[src/rtl/fir_seq_ctrl.sv]
// FIR sequencer: issues one datapath op per cycle, 3*NTAPS+3 cycles per sample, one cycle per coefficient load.
// Moore outputs; dr/lc are only sampled in IDLE, EIDLE, STORE and CWAIT, and never stall an operation in flight.
module fir_seq_ctrl #(
   parameter int                 NTAPS     = 4,
   parameter int                 REG_W     = 4,
   parameter logic [NTAPS-1:0]   SIGN_MASK = 4'b1010
) (
   input  logic             clk,
   input  logic             n_reset,
   input  logic             dr,
   input  logic             lc,
   input  logic             overflow,
   output logic             cnt_up,
   output logic             clear,
   output logic             modwait,
   output logic [2:0]       op,
   output logic [REG_W-1:0] src1,
   output logic [REG_W-1:0] src2,
   output logic [REG_W-1:0] dest,
   output logic             err,
   output logic             coef_valid
);

   localparam int CW = $clog2(NTAPS + 1);

   localparam logic [3:0] S_IDLE  = 4'd0;
   localparam logic [3:0] S_STORE = 4'd1;
   localparam logic [3:0] S_ZERO  = 4'd2;
   localparam logic [3:0] S_SHIFT = 4'd3;
   localparam logic [3:0] S_MUL   = 4'd4;
   localparam logic [3:0] S_ACC   = 4'd5;
   localparam logic [3:0] S_DONE  = 4'd6;
   localparam logic [3:0] S_CLOAD = 4'd7;
   localparam logic [3:0] S_CWAIT = 4'd8;
   localparam logic [3:0] S_EIDLE = 4'd9;

   localparam logic [2:0] OP_NOP   = 3'b000;
   localparam logic [2:0] OP_COPY  = 3'b001;
   localparam logic [2:0] OP_LSAMP = 3'b010;
   localparam logic [2:0] OP_LCOEF = 3'b011;
   localparam logic [2:0] OP_ADD   = 3'b100;
   localparam logic [2:0] OP_SUB   = 3'b101;
   localparam logic [2:0] OP_MUL   = 3'b110;

   localparam logic [CW-1:0]    K_ONE   = CW'(1);
   localparam logic [CW-1:0]    K_LAST  = CW'(NTAPS);
   localparam logic [CW-1:0]    C_LAST  = CW'(NTAPS - 1);
   localparam logic [REG_W-1:0] R_ONE   = REG_W'(1);
   localparam logic [REG_W-1:0] R_IN    = REG_W'(NTAPS + 1);
   localparam logic [REG_W-1:0] R_TMP   = REG_W'(NTAPS + 2);
   localparam logic [REG_W-1:0] R_COEF0 = REG_W'(NTAPS + 3);

   logic [3:0]    state_q, state_d;
   logic [CW-1:0] k_q, k_d;
   logic [CW-1:0] c_q, c_d;
   logic          modwait_q, modwait_d;
   logic          coef_valid_q, coef_valid_d;
   logic          acc_sub;

   always_comb begin
      state_d      = state_q;
      k_d          = k_q;
      c_d          = c_q;
      coef_valid_d = coef_valid_q;
      case (state_q)
         S_IDLE, S_EIDLE: begin
            if (dr) begin
               state_d = S_STORE;
            end else if (lc) begin
               state_d      = S_CLOAD;
               c_d          = '0;
               coef_valid_d = 1'b0;
            end
         end
         S_STORE: state_d = dr ? S_ZERO : S_EIDLE;
         S_ZERO: begin
            state_d = S_SHIFT;
            k_d     = K_ONE;
         end
         S_SHIFT: begin
            if (k_q == K_LAST) begin
               state_d = S_MUL;
               k_d     = K_ONE;
            end else begin
               k_d = k_q + K_ONE;
            end
         end
         S_MUL: state_d = S_ACC;
         S_ACC: begin
            if (overflow) begin
               state_d = S_EIDLE;
            end else if (k_q == K_LAST) begin
               state_d = S_DONE;
            end else begin
               state_d = S_MUL;
               k_d     = k_q + K_ONE;
            end
         end
         S_DONE: state_d = S_IDLE;
         S_CLOAD: begin
            if (c_q == C_LAST) begin
               state_d      = S_IDLE;
               coef_valid_d = 1'b1;
            end else begin
               state_d = S_CWAIT;
               c_d     = c_q + K_ONE;
            end
         end
         S_CWAIT: begin
            // A sample arriving mid-load aborts the whole coefficient set.
            if (dr) begin
               state_d      = S_EIDLE;
               coef_valid_d = 1'b0;
            end else if (lc) begin
               state_d = S_CLOAD;
            end
         end
         default: state_d = S_IDLE;
      endcase
   end

   assign modwait_d = (state_d == S_STORE) || (state_d == S_ZERO) || (state_d == S_SHIFT) ||
                      (state_d == S_MUL)   || (state_d == S_ACC)  || (state_d == S_DONE)  ||
                      (state_d == S_CLOAD);

   always_ff @(posedge clk or negedge n_reset) begin
      if (!n_reset) begin
         state_q      <= S_IDLE;
         k_q          <= '0;
         c_q          <= '0;
         modwait_q    <= 1'b0;
         coef_valid_q <= 1'b0;
      end else begin
         state_q      <= state_d;
         k_q          <= k_d;
         c_q          <= c_d;
         modwait_q    <= modwait_d;
         coef_valid_q <= coef_valid_d;
      end
   end

   always_comb begin
      acc_sub = 1'b0;
      for (int i = 0; i < NTAPS; i++) begin
         if (k_q == CW'(i + 1)) acc_sub = SIGN_MASK[i];
      end
   end

   always_comb begin
      op     = OP_NOP;
      src1   = '0;
      src2   = '0;
      dest   = '0;
      cnt_up = 1'b0;
      clear  = 1'b0;
      err    = 1'b0;
      case (state_q)
         S_IDLE:  clear = 1'b1;
         S_STORE: begin
            op   = OP_LSAMP;
            dest = R_IN;
         end
         S_ZERO:  op = OP_SUB;
         S_SHIFT: begin
            op     = OP_COPY;
            src1   = REG_W'(k_q) + R_ONE;
            dest   = REG_W'(k_q);
            cnt_up = (k_q == K_ONE);
         end
         S_MUL: begin
            op   = OP_MUL;
            src1 = REG_W'(k_q);
            src2 = R_COEF0 + REG_W'(k_q) - R_ONE;
            dest = R_TMP;
         end
         S_ACC: begin
            op   = acc_sub ? OP_SUB : OP_ADD;
            src2 = R_TMP;
         end
         S_CLOAD: begin
            op   = OP_LCOEF;
            dest = R_COEF0 + REG_W'(c_q);
         end
         S_EIDLE: err = 1'b1;
         default: ;
      endcase
   end

   assign modwait    = modwait_q;
   assign coef_valid = coef_valid_q;

endmodule

[config.mk]
export PLATFORM = sky130hd
export DESIGN_NAME = fir_seq_ctrl
export DESIGN_NICKNAME = d
export VERILOG_FILES = /design/src/rtl/fir_seq_ctrl.sv
export SDC_FILE = /design/constraint.sdc
export NUM_CORES = 1
export LEC_CHECK = 0
export BUFFER_PORTS_ARGS = -buffer_cell sky130_fd_sc_hd__buf_2
export CAP_MARGIN = 0
export CORE_MARGIN = 4
export CORE_UTILIZATION = 45
export DETAILED_ROUTE_END_ITERATION = 16
export PLACE_DENSITY = 0.71
export SETUP_SLACK_MARGIN = 0.4
export SKIP_LAST_GASP = 1
export SLEW_MARGIN = 20
export SYNTH_ARGS = -nofsm -noshare
export SYNTH_HDL_FRONTEND = slang
export SYNTH_SLANG_ARGS = --single-unit
[constraint.sdc]
create_clock -name clk -period 1.5 [get_ports clk]
set_input_delay 0.075 -clock clk [delete_from_list [all_inputs] [get_ports clk]]
set_output_delay 0.075 -clock clk [all_outputs]
set_load 0.005 [all_outputs]
# Yosys cells after proc, flatten, opt, wreduce, memory -nomap -nowiden
# Cells that the tools add are included.
word_totals:
  ff_bits: 12
  input_bits: 5
  word_cells: 85
classes:
  addsub: 6
  n_eq_ne: 27
  n_mux: 33
  reduce_logical: 14
op_table:
  columns: ["op", "count"]
  rows:
  - ["4-bit one-hot mux with 8 select lines", 1]
  - ["4-bit by 3-bit equality test with 1-bit output, second input constant", 7]
  - ["4-bit two-way mux", 7]
  - ["3-bit two-way mux", 6]
  - ["3-bit one-hot mux with 6 select lines", 1]
  - ["4-bit by 2-bit equality test with 1-bit output, second input constant", 4]
  - ["4-bit one-hot mux with 2 select lines", 2]
  - ["4-bit one-hot mux with 4 select lines", 1]
  - ["2-bit != test, second input constant", 7]
  - ["1-bit two-way mux", 11]
  - ["3-bit by 2-bit equality test with 1-bit output, second input constant", 3]
  - ["3-bit one-hot mux with 3 select lines", 1]
  - ["3-bit by 3-bit adder with 4-bit output, first input constant", 2]
  - ["4-bit by 1-bit equality test with 1-bit output, second input constant", 2]
  - ["4-bit equality test, second input constant", 2]
  - ["3-bit by 1-bit adder with 3-bit output, second input constant", 2]
  - ["1-bit logical OR", 6]
  - ["3-bit one-hot mux with 2 select lines", 1]
  - ["3-bit nonzero test", 2]
  - ["5-bit AND reduction", 1]
  - ["3-bit by 1-bit adder with 4-bit output, second input constant", 1]
  - ["4-bit zero test", 1]
  - ["4-bit AND reduction", 1]
  - ["4-bit by 1-bit subtractor with 4-bit output, second input constant", 1]
  - ["7 further kinds", 7]

# Logic depth before layout (Yosys ltp)
# Gate-level depths: netlist (run 1).
logic_depth:
  word_depth: 11
  depth_mapped: 6
  mapped_depth_nobuf: 6

# Worst setup path after synthesis (run 1)
# Ideal clock, no wire load.
synth_path:
  kind: "register to register"
  startpoint: "register k_q[0]"
  endpoint: "register modwait_q, in the netlist modwait"
  setup_time_ns: 0.066
  t_arrival_ns: 1.483
  setup_slack_ns: -0.049
  path_stages_with_launch: 7
  n_path_buf: 0
  synth_period_minus_slack_ns: 1.549
  path_cell_list: "dfrtp_1 -> inv_1 -> ha_1 -> nand2_1 -> or4_1 -> o311ai_2 -> o31a_1"
synth_between:
  elab_chain_cells: 11
synth_lines:
  columns: ["item", "line_no", "text"]
  rows:
  - ["start, declared", "54", "logic [CW-1:0] k_q, k_d;"]
  - ["start signal, assigned", "135", "k_q <= k_d;"]
  - ["3-bit equality test *", "81, 92", null]
  - ["2-bit two-way mux", "92", "end else if (k_q == K_LAST) begin"]
  - ["4-bit two-way mux", "90", "if (overflow) begin"]
  - ["4-bit one-hot mux with 8 select lines *", "65", "case (state_q)"]
  - ["net state_d[1]", "53", "logic [3:0] state_q, state_d;"]
  - ["4-bit by 1-bit equality test with 1-bit output / 4-bit by 2-bit equality test with 1-bit output (equally long branches)", "122", "assign modwait_d = (state_d == S_STORE) || (state_d == S_ZERO) || (state_d == S_SHIFT) ||"]
  - ["1-bit logical OR (3 in series)", "122", null]
  - ["1-bit logical OR (2 in series)", "123", "(state_d == S_MUL) || (state_d == S_ACC) || (state_d == S_DONE) ||"]
  - ["1-bit logical OR *", "123", null]
  - ["net modwait_d", "56", "logic modwait_q, modwait_d;"]
  - ["end signal, assigned", "137", "modwait_q <= modwait_d;"]
  - ["end, declared", "56", null]
# Mark *: on every way through the listed nets, which the timed path passes. The rest lies on a longest branch.
# A chain may end at the register's enable or synchronous reset.

# Worst setup path after layout (run 1)
layout_path:
  startpoint: "register k_q[0]"
  endpoint: "output port op[0]"
layout_between:
  elab_chain_cells: 6
layout_lines:
  columns: ["item", "line_no", "text"]
  rows:
  - ["3-bit by 2-bit equality test with 1-bit output", "145", "if (k_q == CW'(i + 1)) acc_sub = SIGN_MASK[i];"]
  - ["1-bit two-way mux (2 in series)", "145", null]
  - ["1-bit two-way mux *", "145", null]
  - ["1-bit two-way mux *", "177", "op = acc_sub ? OP_SUB : OP_ADD;"]
  - ["3-bit one-hot mux with 6 select lines *", "157", "case (state_q)"]
  - ["end, declared", "16", "output logic [2:0] op,"]
# Mark *: on every way between the ends. The rest lies on a longest branch, timed or not.

==> results of run 1 <==
## layout make-up
class                      instances  area share, %
multi-input combinational        109           51.0
timing repair buffer              88           31.4
sequential                        12           13.2
tap                               30           1.61
clock buffer                       4           1.55
inverter                           7           1.34
## critical path, stage by stage, from the launching register on
cell and delay [ps]:
dfrtp_1 470, inv_2 120, buf_4 180, ha_4 160, nand2b_4 50, o21ai_2 150, a21oi_2 90, nor3_2 180
buf_2 140
## layer usage
metal | share of wire, % | track usage, % | vias to the layer above
met5 | 0 | 0 | -
met4 | 8.0 | 11.0 | 0
met3 | 11 | 4.39 | 65
met2 | 46 | 47.2 | 164
met1 | 35 | 31.3 | 772
li1 | - | - | 657
## through the flow
step                      cell area (um2)  total power (W)  hold WS [ps]  instances  util, %
after floorplan                      1250          0.00204          -221        139        -
after global placement               1490          0.00263         -25.1        208     60.2
after detailed placement             1490          0.00269         -22.3        208     60.2
after CTS                            1970          0.00393           185        234     79.5
after global routing                 2340          0.00555           229        250     94.4
final                                2340          0.00540           205        250     94.4
## power by group through the flow
stage | sequential (W) | clock [W] | combinational [W]
6_report | 0.000632 | 0.000300 | 0.00447
3_3_place_gp | 0.000618 | 0 | 0.00201
2_1_floorplan | 0.000556 | 0 | 0.00149
5_1_grt | 0.000646 | 0.000309 | 0.00460
3_5_place_dp | 0.000624 | 0 | 0.00207
4_1_cts | 0.000580 | 0.000267 | 0.00308
## state kept, by name (all words and copies together) (netlist names)
name / flops
coef_valid: 1
k_q: 3
modwait: 1
state_q: 4
c_q: 3
## cells by family (layout without fill, tap and decap cells)
| family | count (synthesis) | in the layout | synth area share, % |
|---|---|---|---|
| flops | 12 | 12 | 25.9 |
| xor+xnor | 2 | 2 | 1.51 |
| fa+ha+maj | 10 | 10 | 10.8 |
| compound gates | 27 | 27 | 16.2 |
| simple gates | 63 | 63 | 30.7 |
| mux | 7 | 7 | 6.69 |
| buf+inv | 18 | 99 | 8.20 |
## cell usage in the layout (no fill, tap or decap), types with 4 or more instances in the layout
| cell | count |
|---|---|
| a21oi_2 | 5 |
| nand3_2 | 4 |
| buf_6 | 20 |
| dfrtp_2 | 6 |
| o21ai_2 | 4 |
| dfrtp_1 | 6 |
| nor3_2 | 4 |
| ha_4 | 7 |
| inv_2 | 4 |
| buf_8 | 4 |
| nand2_1 | 8 |
| buf_2 | 24 |
| buf_4 | 37 |
| nand2b_4 | 6 |
| nor2_4 | 4 |
| nor2_1 | 10 |
## repair_timing
action | 4_1_cts | 5_1_grt
hold endpoints to repair | 12 | 0
gates cloned | 1 | 0
buffers inserted | 20 | 16
pin swaps | 18 | 25
setup endpoints to repair | 30 | 30
hold buffers | 1 | 0
resized for setup | 63 | 50
## path summary, 6_finish.rpt
kind | slack [ps] | depth (start not counted) | end
setup reg to reg | -330 | 5 | modwait$_DFF_PN0_
hold / removal | 200 | 2 | c_q[1]$_DFFE_PN0P_
hold reg to reg | 540 | 1 | coef_valid$_DFFE_PN0P_
max in group asynchronous | 1020 | 2 | state_q[0]$_DFF_PN0_
setup / recovery | -410 | 8 | op[0]
min in group clk | 230 | 4 | state_q[3]$_DFF_PN0_
==> flow_summary.ini, run 1 <==
[timing]
setup_viol = 28
hold_viol = 0
min_period_over_period_pct = 127
fmax_ghz = 0.524
tightest_slew_ps = 533
setup_ws_ps = -407
rsz0062_at_grt = true
period_minus_slack_ps = 1910
finalMaxSlewViolations = 0
timing.setup.tns_ps = -4850
fin_skew_ps = 10.8
slew_headroom_pct = 63.5

[final_layout]
area_growth_pct = 102
seqCellArea_um2 = 308
num-fill-cells = 69
multi_input_area_um2 = 1190
n_antenna_cell = 0
nNetsFinal = 236
layout-drive-gt1-share_pct = 75.9

[place]
gp_congestion = 0.865
port_buffers = 24
pre_cts_slack_ps = -70.7
dp_hpwl_um = 2420

[clocking]
cts_tree = done
clock_latency_ps = 300
root_buffer = clkbuf_4
clock_path_buffers = 2
clk_pin_slew_ps = 110
clock_sinks = 12
numCtsBuffers = 3
htree_levels = 1

[synthesis]
yosys_warnings = 0
synth_common_cells = nor2_1, dfrtp_1, nand2_1
synthDominantCellAreaShare_pct = 25.9
synth_area_leader_cell = dfrtp_1
post-synth-top-count-cell = nor2_1
ys.flop_type = dfrtp_1
synth-edff-count = 0
synth.distinct_cells = 43
synth_sequential_area_ratio_pct = 25.9
syn_inst = 139
synthTopCellsByArea = dfrtp_1, ha_1, nor2_1
synthArstFlopShare_pct = 100
synth_seq_cells = 12
synth_area_um2 = 1160
syn_nets = 154
syn_avg_cell_area_um2 = 8.34

[die]
ios = 25
design.die.area_um2 = 3450
die_w_um = 58.8
fp.dieH_um = 58.8
start_util_pct = 46.8
coreArea_um2 = 2480
fp-row-count = 18

[drt]
ant_nets = 0
first_pass_iters = 5
drt-vias-per-instance = 6.63
drt_iter0_markers = 160
route.vias.total = 1658
drc_errors = 0
wirelength_um = 6800
wl_per_cell_um = 27.2

[run]
cap_violations = 0

[power]
internal_power_w = 0.00281
clkPwrFrac_pct = 5.6
seq_power_share_pct = 11.7
p_sw_w = 0.00259
leakage_nw = 1.04
combPwrFrac_pct = 82.7
peakVddDrop_uv = 2030
powerDensity_nw_per_um2 = 2310
p_sw_share_pct = 48.0

[global_route]
grt_max_degree = 13
grt_pass1_vias = 1446
grt_pass1_wl_um = 6920
antenna_found_initial = 1
overflow = 0
grtUsageTotal_pct = 26.5

[critical_path]
worstPathRequired_ps = 1420
worstSetupPathType = flop to output pin
crit_path_start_kind = flop
end_kind = output pin
r2r-start = state_q[0]$_DFF_PN0_
cp.arrival_ps = 1830
path_max_fanout = 5
startpoint = k_q[0]$_DFFE_PN0P_

[outcome]
violations = setup timing
outcome = finished, violations left

[worst_hold_path]
hold_class = input port to async pin
Power figures use the tool's default switching activity.
==> inputs of run 2 (changes only) <==
- PLACE_DENSITY: 0.71 -> 0.68
==> run 2 against run 1 <==
The run still ends with setup timing left. Global-route usage decreased by 1.3 points. Register-to-register slack improved by 140 ps. Non-clock buffer count decreased by 7. First-iteration DRC count decreased by 44%. Final area decreased by 6.4%. Power decreased by 12%. Sequential cell count unchanged. Die area unchanged. Sequential share of layout area increased by 0.79 points. Utilization decreased by 6.1 points. Hold slack got worse by 15 ps. Largest power group unchanged. Via count decreased by 12%.
==> flow_summary.ini, run 2 (synthesis gave the netlist of run 1 again) <==
[global_route]
use_met1_pct = 31.7
grt_pass1_vias = 1367
grt_busiest_layer = met2
antenna_found_initial = 0
grtUsageTotal_pct = 25.3
met3_usage_pct = 3.29
overflow = 0
grt_pass1_wl_um = 6670
use_met2_pct = 43.5
grt_max_degree = 18

[timing]
hold_viol = 0
timing.setup.tns_ps = -3000
hold_slack_ps = 189
slew_headroom_pct = 68.4
fin_skew_ps = 4.96
finalMaxSlewViolations = 0
tightest_slew_ps = 473
min_period_over_period_pct = 121
period_minus_slack_ps = 1820
setup_ws_ps = -320
fmax_ghz = 0.549
setup_viol = 27
rsz0062_at_grt = true

[die]
start_util_pct = 46.8
coreArea_um2 = 2480
fp-row-count = 18
ios = 25
fp.dieH_um = 58.8
die_w_um = 58.8
design.die.area_um2 = 3450

[worst_hold_path]
hold_class = input port to async pin

[critical_path]
end_kind = output pin
critPathMaxStageDelay_ps = 410
r2r-start = state_q[1]$_DFF_PN0_
worstPathRequired_ps = 1420
worstSetupPathType = flop to output pin
crit_buf_inv = 2
cp.arrival_ps = 1750
cp_slowest_cell = dfrtp_1
rr_worst_depth = 5
crit_path_start_kind = flop
startpoint = c_q[1]$_DFFE_PN0P_
cp_top_family = compound AO/OA/AOI/OAI gates
critical_path_cell_count = 7
path_max_fanout = 3
cp_cell_sequence = inv_2 -> ha_1 -> xnor2_1 -> nor2_1 -> o21ai_0 -> a21oi_2 -> buf_2

[drt]
drt-vias-per-instance = 6.00
wl_per_cell_um = 20.6
drt_iter0_markers = 89
drc_errors = 0
first_pass_iters = 4
route.vias.total = 1459
ant_nets = 0
wirelength_um = 5010

[power]
peakVddDrop_uv = 1740
powerDensity_nw_per_um2 = 2180
leakage_nw = 0.979

[clocking]
clock_path_buffers = 2
clock_sinks = 12
clk_pin_slew_ps = 80
root_buffer = clkbuf_4
numCtsBuffers = 3
cts_tree = done
clock_latency_ps = 290
htree_levels = 1

[final_layout]
final_common_cell = buf_4
area_growth_pct = 88.7
layout-drive-gt1-share_pct = 69.0
layout_common_cells = buf_4, buf_2, buf_6
regMostFlops = state_q
num-fill-cells = 101
nNetsFinal = 229
largest_reg_flops = 4
n_antenna_cell = 0
final_cells = 243
top_regs = state_q (4), c_q (3), k_q (3)

[outcome]
violations = setup timing
outcome = finished, violations left

[place]
pre_cts_slack_ps = -72.9
dp_hpwl_um = 2560
gp_congestion = 0.868
port_buffers = 24
dp.cells = 207

[run]
cap_violations = 0
run 2: cell types whose count changed in the layout (fill, tap and decap cells not counted), sizes merged:
cell	delta
buf	-7
run 2: path summary, 6_finish.rpt:
check                           slack [ps]                     end
worst max-delay path                  -320                 dest[2]
worst min-delay path                   190      c_q[2]$_DFFE_PN0P_
worst max register to register        -190       modwait$_DFF_PN0_
worst min register to register         510  coef_valid$_DFFE_PN0P_
max in group asynchronous             1060      k_q[2]$_DFFE_PN0P_
min in group clk                       220    state_q[3]$_DFF_PN0_
run 2: timing repair:
item                                    4_1_cts  5_1_grt
gates resized for setup                      47       43
endpoints found under the setup margin       30       30
hold buffers                                  1        0
pin swaps                                    16       16
hold endpoints to repair                     12        0
setup buffers                                19       12
run 2: routing by layer:
metal / wire length [um] / up-vias
met5: 0 / -
met4: 260 / 0
met3: 339 / 29
met2: 2400 / 79
met1: 2010 / 710
li1: - / 641
run 2: layout make-up:
| cell class | count | area (um2) | share of cell area [%] |
|---|---|---|---|
| repair buffers | 81 | 661 | 30.2 |
| well taps | 30 | 37.5 | 1.72 |
| clock buffers | 4 | 36.3 | 1.66 |
| flip-flops and latches | 12 | 305 | 14.0 |
| inverters | 7 | 28.8 | 1.32 |
| multi-input cells | 109 | 1120 | 51.2 |
run 2: report_power, final:
part / total [W] / leakage (nW) / switching (W) / internal (W)
clock: 0.000274 / 0.0210 / 0.000126 / 0.000148
sequential: 0.000639 / 0.147 / 0.000186 / 0.000453
combinational: 0.00386 / 0.810 / 0.00187 / 0.00200
run 2: through the flow:
| step | util [%] | cell area (um2) | power, W |
|---|---|---|---|
| 2_1_floorplan | - | 1250 | 0.00204 |
| 3_3_place_gp | 59.8 | 1480 | 0.00260 |
| 3_5_place_dp | 59.8 | 1480 | 0.00268 |
| 4_1_cts | 76.1 | 1890 | 0.00374 |
| 5_1_grt | 88.3 | 2190 | 0.00501 |
| 6_report | 88.3 | 2190 | 0.00478 |
